## config.mk

```make
export PLATFORM = sky130hd
export DESIGN_NAME = constraint_sweeper
export DESIGN_NICKNAME = d
export VERILOG_FILES = /design/src/rtl/constraint_sweeper_pkg.sv /design/src/rtl/constraint_sweeper_window.sv /design/src/rtl/constraint_sweeper.sv
export SDC_FILE = /design/constraint.sdc
export NUM_CORES = 1
export LEC_CHECK = 0
export ABC_AREA = 1
export BUFFER_PORTS_ARGS = -buffer_cell sky130_fd_sc_hd__buf_2
export CELL_PAD_IN_SITES_DETAIL_PLACEMENT = 1
export CELL_PAD_IN_SITES_GLOBAL_PLACEMENT = 1
export CORE_MARGIN = 2
export CORE_UTILIZATION = 30
export CTS_CLUSTER_SIZE = 28
export DETAILED_ROUTE_END_ITERATION = 16
export GPL_ROUTABILITY_DRIVEN = 0
export PLACE_DENSITY_LB_ADDON = 0.1
export SETUP_SLACK_MARGIN = 0.15
export SKIP_LAST_GASP = 1
export SYNTH_ARGS = -nofsm -noshare
export SYNTH_HDL_FRONTEND = slang
export SYNTH_HIERARCHICAL = 1
export SYNTH_SLANG_ARGS = --single-unit
```

## constraint.sdc

```tcl
create_clock -name clk_i -period 3.1 [get_ports clk_i]
set_input_delay 0.465 -clock clk_i [delete_from_list [all_inputs] [get_ports clk_i]]
set_output_delay 0.465 -clock clk_i [all_outputs]
set_load 0.01 [all_outputs]
```

## src/rtl/constraint_sweeper_pkg.sv

```systemverilog
// Shared Q16.16 format constants and the sweeper state encoding.
package constraint_sweeper_pkg;

  localparam int unsigned Q_DATA_W    = 32;
  localparam logic [31:0] Q_ONE       = 32'h0001_0000;
  localparam logic [31:0] Q_DOTS_DIST = 32'h0000_f000;

  typedef enum logic [2:0] {
    S_IDLE  = 3'd0,
    S_LOAD0 = 3'd1,
    S_LOAD1 = 3'd2,
    S_FETCH = 3'd3,
    S_WAIT  = 3'd4,
    S_CALC  = 3'd5,
    S_WRITE = 3'd6,
    S_DONE  = 3'd7
  } sweep_state_e;

endpackage

```

## src/rtl/constraint_sweeper_window.sv

```systemverilog
// Up/cur/down/result register window that slides one point down the chain per WRITE.
module constraint_sweeper_window
  import constraint_sweeper_pkg::*;
#(
  parameter int DATA_W = Q_DATA_W
) (
  input  logic              clk_i,
  input  logic              rst_i,
  input  logic              load_up_i,
  input  logic              load_cur_i,
  input  logic              load_down_i,
  input  logic              load_res_i,
  input  logic              shift_i,
  input  logic [DATA_W-1:0] rd_x_i,
  input  logic [DATA_W-1:0] rd_y_i,
  input  logic [DATA_W-1:0] res_x_i,
  input  logic [DATA_W-1:0] res_y_i,
  output logic [DATA_W-1:0] up_x_o,
  output logic [DATA_W-1:0] up_y_o,
  output logic [DATA_W-1:0] cur_x_o,
  output logic [DATA_W-1:0] cur_y_o,
  output logic [DATA_W-1:0] down_x_o,
  output logic [DATA_W-1:0] down_y_o,
  output logic [DATA_W-1:0] res_x_o,
  output logic [DATA_W-1:0] res_y_o
);

  logic [DATA_W-1:0] up_x_q, up_y_q, cur_x_q, cur_y_q;
  logic [DATA_W-1:0] down_x_q, down_y_q, res_x_q, res_y_q;

  // Shift moves the freshly enforced point into "up" so the next point sees it (Gauss-Seidel).
  always_ff @(posedge clk_i) begin
    if (rst_i) begin
      up_x_q   <= '0;
      up_y_q   <= '0;
      cur_x_q  <= '0;
      cur_y_q  <= '0;
      down_x_q <= '0;
      down_y_q <= '0;
      res_x_q  <= '0;
      res_y_q  <= '0;
    end else begin
      if (load_up_i) begin
        up_x_q <= rd_x_i;
        up_y_q <= rd_y_i;
      end else if (shift_i) begin
        up_x_q <= res_x_q;
        up_y_q <= res_y_q;
      end
      if (load_cur_i) begin
        cur_x_q <= rd_x_i;
        cur_y_q <= rd_y_i;
      end else if (shift_i) begin
        cur_x_q <= down_x_q;
        cur_y_q <= down_y_q;
      end
      if (load_down_i) begin
        down_x_q <= rd_x_i;
        down_y_q <= rd_y_i;
      end
      if (load_res_i) begin
        res_x_q <= res_x_i;
        res_y_q <= res_y_i;
      end
    end
  end

  assign up_x_o   = up_x_q;
  assign up_y_o   = up_y_q;
  assign cur_x_o  = cur_x_q;
  assign cur_y_o  = cur_y_q;
  assign down_x_o = down_x_q;
  assign down_y_o = down_y_q;
  assign res_x_o  = res_x_q;
  assign res_y_o  = res_y_q;

endmodule

```

## src/rtl/constraint_sweeper.sv

```systemverilog
// Sweeps the chain through the external constraint engine, writing each enforced point back.
// state | meaning
// IDLE  | waiting for start
// LOAD0 | read point 0 (anchor)
// LOAD1 | capture anchor as up, read point 1
// FETCH | capture cur on i==1, read point i+1 unless last
// WAIT  | capture down (unless last), register is_last
// CALC  | register engine result
// WRITE | write result to point i, slide window
// DONE  | one-cycle completion pulse
module constraint_sweeper
  import constraint_sweeper_pkg::*;
#(
  parameter int N_POINTS   = 16,
  parameter int ADDR_W     = 4,
  parameter int ITERATIONS = 4,
  parameter int DATA_W     = Q_DATA_W
) (
  input  logic              clk_i,
  input  logic              rst_i,
  input  logic              start_i,
  output logic              busy_o,
  output logic              done_o,
  output logic              rd_en_o,
  output logic [ADDR_W-1:0] rd_addr_o,
  input  logic [DATA_W-1:0] rd_x_i,
  input  logic [DATA_W-1:0] rd_y_i,
  output logic              wr_en_o,
  output logic [ADDR_W-1:0] wr_addr_o,
  output logic [DATA_W-1:0] wr_x_o,
  output logic [DATA_W-1:0] wr_y_o,
  output logic [DATA_W-1:0] eng_up_x_o,
  output logic [DATA_W-1:0] eng_up_y_o,
  output logic [DATA_W-1:0] eng_x_o,
  output logic [DATA_W-1:0] eng_y_o,
  output logic [DATA_W-1:0] eng_down_x_o,
  output logic [DATA_W-1:0] eng_down_y_o,
  output logic              eng_is_last_o,
  input  logic [DATA_W-1:0] eng_x_new_i,
  input  logic [DATA_W-1:0] eng_y_new_i
);

  localparam int IT_W = $clog2(ITERATIONS + 1);
  localparam logic [ADDR_W-1:0] I_LAST   = ADDR_W'(N_POINTS - 1);
  localparam logic [ADDR_W-1:0] I_FIRST  = ADDR_W'(1);
  localparam logic [IT_W-1:0]   ITER_MAX = IT_W'(ITERATIONS);

  sweep_state_e      state_q, state_d;
  logic [ADDR_W-1:0] i_q, i_d;
  logic [IT_W-1:0]   iter_q, iter_d, iter_inc;
  logic              is_last_q, is_last_d;
  logic              at_last;
  logic              load_up, load_cur, load_down, load_res, shift;

  assign at_last  = (i_q == I_LAST);
  assign iter_inc = iter_q + IT_W'(1);

  always_ff @(posedge clk_i) begin
    if (rst_i) begin
      state_q   <= S_IDLE;
      i_q       <= I_FIRST;
      iter_q    <= '0;
      is_last_q <= 1'b0;
    end else begin
      state_q   <= state_d;
      i_q       <= i_d;
      iter_q    <= iter_d;
      is_last_q <= is_last_d;
    end
  end

  always_comb begin
    state_d   = state_q;
    i_d       = i_q;
    iter_d    = iter_q;
    is_last_d = is_last_q;
    case (state_q)
      S_IDLE:  if (start_i) state_d = S_LOAD0;
      S_LOAD0: state_d = S_LOAD1;
      S_LOAD1: begin
        i_d     = I_FIRST;
        state_d = S_FETCH;
      end
      S_FETCH: state_d = S_WAIT;
      S_WAIT: begin
        is_last_d = at_last;
        state_d   = S_CALC;
      end
      S_CALC:  state_d = S_WRITE;
      S_WRITE: begin
        if (!at_last) begin
          i_d     = i_q + ADDR_W'(1);
          state_d = S_FETCH;
        end else begin
          i_d     = I_FIRST;
          iter_d  = iter_inc;
          state_d = (iter_inc == ITER_MAX) ? S_DONE : S_LOAD0;
        end
      end
      S_DONE: begin
        iter_d  = '0;
        state_d = S_IDLE;
      end
      default: state_d = S_IDLE;
    endcase
  end

  always_comb begin
    busy_o    = 1'b0;
    done_o    = 1'b0;
    rd_en_o   = 1'b0;
    rd_addr_o = '0;
    wr_en_o   = 1'b0;
    wr_addr_o = '0;
    load_up   = 1'b0;
    load_cur  = 1'b0;
    load_down = 1'b0;
    load_res  = 1'b0;
    shift     = 1'b0;
    case (state_q)
      S_LOAD0: begin
        busy_o  = 1'b1;
        rd_en_o = 1'b1;
      end
      S_LOAD1: begin
        busy_o    = 1'b1;
        rd_en_o   = 1'b1;
        rd_addr_o = I_FIRST;
        load_up   = 1'b1;
      end
      S_FETCH: begin
        busy_o   = 1'b1;
        load_cur = (i_q == I_FIRST);
        if (!at_last) begin
          rd_en_o   = 1'b1;
          rd_addr_o = i_q + ADDR_W'(1);
        end
      end
      S_WAIT: begin
        busy_o    = 1'b1;
        load_down = !at_last;
      end
      S_CALC: begin
        busy_o   = 1'b1;
        load_res = 1'b1;
      end
      S_WRITE: begin
        busy_o    = 1'b1;
        wr_en_o   = 1'b1;
        wr_addr_o = i_q;
        shift     = 1'b1;
      end
      S_DONE: begin
        busy_o = 1'b1;
        done_o = 1'b1;
      end
      default: ;
    endcase
  end

  constraint_sweeper_window #(.DATA_W(DATA_W)) u_window (
    .clk_i       (clk_i),
    .rst_i       (rst_i),
    .load_up_i   (load_up),
    .load_cur_i  (load_cur),
    .load_down_i (load_down),
    .load_res_i  (load_res),
    .shift_i     (shift),
    .rd_x_i      (rd_x_i),
    .rd_y_i      (rd_y_i),
    .res_x_i     (eng_x_new_i),
    .res_y_i     (eng_y_new_i),
    .up_x_o      (eng_up_x_o),
    .up_y_o      (eng_up_y_o),
    .cur_x_o     (eng_x_o),
    .cur_y_o     (eng_y_o),
    .down_x_o    (eng_down_x_o),
    .down_y_o    (eng_down_y_o),
    .res_x_o     (wr_x_o),
    .res_y_o     (wr_y_o)
  );

  assign eng_is_last_o = is_last_q;

endmodule
```

; ---- Word level (Yosys, flattened, before mapping)
; Index checks and enable logic that the tools add are counted.
; W data, S select, Z words.
[totals]
ram_bits = 0
memories = 0
rom_bits = 0
latchBits = 0
out_inout_bits = 269
elab_cells = 63
regBits = 267
[classes]
mux = 28
div_mod_pow = 0
n_mul = 0
n_shift = 0
n_lt_le_gt_ge = 0
eq_ne = 12
addsub = 2
bitwise = 0
n_reduce_logical = 9
[ops]
columns = op, n
row1 = $mux W32, 8
row2 = $pmux W3 S8, 1
row3 = $pmux W4 S2, 2
row4 = $eq A3 B3 Y1 const B, 5
row5 = $mux W3, 4
row6 = $mux W4, 3
row7 = $mux W1, 8
row8 = $reduce_bool A2 Y1, 4
row9 = $reduce_or A7 Y1, 1
row10 = $eq A3 B2 Y1 const B, 2
row11 = $pmux W3 S2, 1
row12 = $add A4 B1 Y4 const B, 1
row13 = $eq A4 B1 Y1 const B, 1
row14 = $eq A4 B4 Y1 const B, 1
row15 = $ne A2 B2 Y1 const B, 2
row16 = $add A3 B1 Y3 const B, 1
row17 = $eq A3 B1 Y1 const B, 1
row18 = $logic_not A3 Y1, 1
row19 = $pmux W1 S2, 1
row20 = $reduce_and A2 Y1, 1
row21 = $reduce_or A2 Y1, 1
row22 = $logic_not A1 Y1, 1

; ---- Depth between registers and ports, before layout
[logic_depth]
depth_word = 5
depth_mapped = 10
ltp_nobuf = 9

; ---- Hierarchy
; Netlist, hierarchy kept.
[by_module_without_submodules]
columns = mod, cells_per_inst, n_inst, area_each_um2, seq_area_each_um2
row1 = constraint_sweeper_window, 1521, 1, 11280.8, 5124.9
row2 = constraint_sweeper, 107, 1, 689.4, 220.2

; ---- Worst setup path after synthesis
; OpenSTA, ideal clock, no wires.
[synth_timing]
path_kind = register to register
startpoint = register state_q[1]
endpoint = register u_window.cur_x_q[0] (netlist: u_window/cur_x_o[0])
stages_incl_launch_ff = 10
arrival_time_ps = 1495
slack_ps = 1489
setup_time_ps = 116
path_buffers = 2
path_cell_list = dfxtp_1 nand2_1 nor2_1 inv_1 nor2_1 buf_4 buf_2 a21oi_1 nand2_1 nor2_1
[synth_via]
elab_chain_len = 3
elab_cells_between_ends = 6
classes_between = eq/ne (2) / mux (3) / reduce/logical (1)
[synth_lines]
columns = element, line
row1 = "start, declared", constraint_sweeper.sv:48  ; sweep_state_e state_q, state_d;
row2 = "start signal, assigned", constraint_sweeper.sv:65  ; state_q <= state_d;
row3 = $eq A3 B2 Y1 (*), constraint_sweeper.sv:120  ; case (state_q)
row4 = $mux W1 (*), constraint_sweeper.sv:120
row5 = via load_cur, constraint_sweeper.sv:53  ; logic load_up, load_cur, load_down, load_res, shift;
row6 = $mux W32 / $reduce_bool A2 Y1 (equally long branches), -
row7 = "end signal, assigned", constraint_sweeper_window.sv:51  ; cur_x_q <= rd_x_i;
row8 = "end signal, assigned", constraint_sweeper_window.sv:54  ; cur_x_q <= down_x_q;
row9 = "end, declared", constraint_sweeper_window.sv:28  ; logic [DATA_W-1:0] up_x_q, up_y_q, cur_x_q, cur_y_q;
; Mark *: on every way through the listed nets, which the timed path passes. The rest lies on a longest branch.
; A chain may end at the register's enable or synchronous reset.

; ---- Worst setup path after layout
[layout_timing]
startpoint = register state_q[2]
endpoint = register u_window.cur_x_q[28] (netlist: u_window/cur_x_o[28])
; The elaborated chain is that of the path after synthesis.

==> flow_summary.yaml <==
layout:
  nets: 2104
  drive_above_1_share_pct: 29.0
  areaGrowthSynthToFinish_pct: 28.4
  final_cells: 2521
clock_tree:
  root_buffer: "clkbuf_16"
  clkTransAtPathRegs_ns: 0.06
  ctsLongestPathBuffers: 3
  post_cts_resized: 0
  post_cts_buffers: 0
  hold_buffers: 0
  clkLatencyLatePin_ns: 0.52
  cts_max_level: 2
  cts_tree: "yes"
  cts_made_buffers: 34
  cts_sinks: 267
grt:
  busiest_layer: "met2"
  grt_start_max_net_pins: 129
  grt-ovfl-total: 0
  grt.total_usage_pct: 20.8
  gr-usage-met2_pct: 33.8
  use_met3_pct: 5.66
  grt_pass1_vias: 11600
  use_met1_pct: 27.2
  grt_pass1_wl_mm: 67.8
  antenna_found_initial: 8
placed_design:
  dp_hpwl_mm: 30.0
  io_buffer_count: 399
  post-place-cells: 2458
floorplanning:
  start_util_pct: 30.3
  io_pins: 400
  die_w_um: 204
  die-area_um2: 41500
  core_um2: 39500
  dieHeight_um: 204
  rows: 73
synthesis:
  yosys.area.top_type: "dfxtp_1"
  synthXorXnorAreaFrac_pct: 0
  syn_nets: 1763
  synth_compound_area_share_pct: 12.5
  synthAdderAreaFrac_pct: 0.418
  ys_types: 21
  synth.top_cell.area_share_pct: 44.7
  yosys-mux-area-fraction_pct: 0
  ys_seq_elements: 267
  syn_area_per_cell_um2: 7.35
  syn_area_um2: 12000
  synth_top_family_by_area: "simple AND/OR/NAND/NOR gates"
  synth_top_cells_by_area: "dfxtp_1, nand2_1, nor3_2"
  synthCells: 1628
  ys_seq_area_share_pct: 44.7
  yosys.area_share.simple_pct: 30.1
  ys_warn_count: 6
flow_run:
  maxCapViolCount: 0
drt:
  dr_total_vias: 11500
  wl_mm: 44.2
  first_pass_iters: 4
  antenna_left: 0
  remaining_drc_errors: 0
  viasPerCell: 4.56
  first_iter_violations: 429
  wire_per_inst_um: 17.5
pwr:
  peakVddDrop_mv: 0.366
  power_density_nw_per_um2: 584
  power_leakage_nw: 8.26
  p_total_mw: 8.97
status:
  status: "finished clean"
timing:
  setup_tns_ns: 0
  drv_slew: 0
  hold_violations: 0
  timing.final.crit_share_pct: 82.3
  fin_worst_skew_ns: 0.00791
  relSlewSlack_pct: 37.1
  final.min_clock_period_ns: 2.55
  setup_viol: 0
  rsz0062_at_grt: "false"
  worst_pin_slew_ns: 0.941
  max_freq_mhz: 392
worst_setup_path:
  cp_data_required_time_ns: 3.50
  endpoint_kind: "flop"
  crit_chain: "nor2_1, inv_1, nor2_4, nor2_4, buf_4, nand2_1, nand2_1, nor2_1"
  cp_top_family: "simple AND/OR/NAND/NOR gates"
  crit_fanout: 33
  crit_type: "reg -> reg"
  start_kind: "flop"
  path_buf_inv: 2
  cpMaxStageDelayCell: "nor2_4"
  cp.arrival_ns: 2.96
  max_stage_delay_ns: 0.73
min_path:
  hp-class: "in -> reg"
final cells by class:
cell class	count	area, um^2
multi-input cells	1037	5180
repair buffers	415	2240
inverters	214	811
clock inverters	5	25.0
flip-flops and latches	267	5350
fillers	5008	24200
well taps	525	657
clock buffers	56	1110
diodes	2	5.00
metrics by stage:
step	utilization [%]	setup WS, ns	hold WS (ns)	cell area [um^2]
final	38.8	0.550	0.197	15400
after global routing	38.8	0.267	0.188	15400
after CTS	38.8	0.469	0.164	15400
after detailed placement	36.0	0.471	0.472	14200
after global placement	36.0	0.556	0.462	14200
after floorplan	-	1.49	0.478	12000
path summary, 6_finish.rpt:
path                             start              endpoint  slack, ns  cells past startpoint
hold reg to reg   u_window/res_x_o[22]  u_window/res_x_o[22]       0.48                      2
setup reg to reg            state_q[2]  u_window/cur_x_o[28]       0.55                      8
hold / removal         eng_y_new_i[21]  u_window/res_y_o[21]       0.20                      3
setup / recovery            state_q[2]  u_window/cur_x_o[28]       0.55                      8
layer usage:
layer	vias up	wire length, um
li1	5795	-
met5	-	64
met3	75	2940
met4	12	969
met2	290	20200
met1	5331	19900
worst register-to-register path: stages, from the launching register on:
cell and delay [ns]:
dfxtp_1 0.51, nor2_1 0.14, inv_1 0.18, nor2_4 0.07, nor2_4 0.73, buf_4 0.56, nand2_1 0.13, nand2_1 0.09
nor2_1 0.04
registers in the layout, summed over array words and instances (netlist names):
| register | flops |
|---|---|
| u_window/down_x_o | 32 |
| u_window/res_y_o | 32 |
| u_window/down_y_o | 32 |
| eng_is_last_o | 1 |
| state_q | 3 |
| iter_q | 3 |
| u_window/cur_y_o | 32 |
| i_q | 4 |
| u_window/cur_x_o | 32 |
| u_window/up_y_o | 32 |
| u_window/res_x_o | 32 |
| u_window/up_x_o | 32 |
report_power, final:
| group | total [mW] | internal (mW) | switching (mW) | leakage [nW] |
|---|---|---|---|---|
| logic | 1.25 | 0.431 | 0.817 | 5.53 |
| registers | 3.75 | 3.63 | 0.120 | 2.17 |
| clock network | 3.97 | 2.43 | 1.54 | 0.564 |
| total | 8.97 | 6.49 | 2.47 | 8.26 |
cells in the final DEF (no fill, tap or decap):
master     count
nand2_1      410
buf_2        398
dfxtp_1      267
inv_1        211
nor2_1       211
a21oi_1      196
nor3_2       101
a211oi_1      65
clkbuf_16     37
nor3_1        32
clkbuf_8      12
buf_12         9
clkbuf_1       8
buf_4          7
nand3_1        5
nor2_4         5
clkinv_2       5
ha_1           4
diode_2        2
nand3_4        2
o21a_1         2
o21ai_0        2
inv_4          1
nand4_1        1
o211ai_1       1
inv_6          1
inv_2          1
cell families after synthesis:
| logic type | after synthesis |
|---|---|
| fa+ha+maj | 4 |
| buf+inv | 324 |
| flops | 267 |
| simple gates | 767 |
| compound gates | 266 |
cells in the mapped netlist:
library cell,number
buf_2,67
nor3_1,33
clkbuf_1,14
o21ai_0,2
nand3_4,2
o21a_1,2
inv_2,2
buf_4,13
a211oi_1,65
a21oi_1,196
nand4_1,1
buf_6,16
o211ai_1,1
ha_1,4
nand2_1,410
dfxtp_1,267
inv_1,212
nor2_4,3
nor3_2,100
nor2_1,213
nand3_1,5
Power figures use the tool's default switching activity.
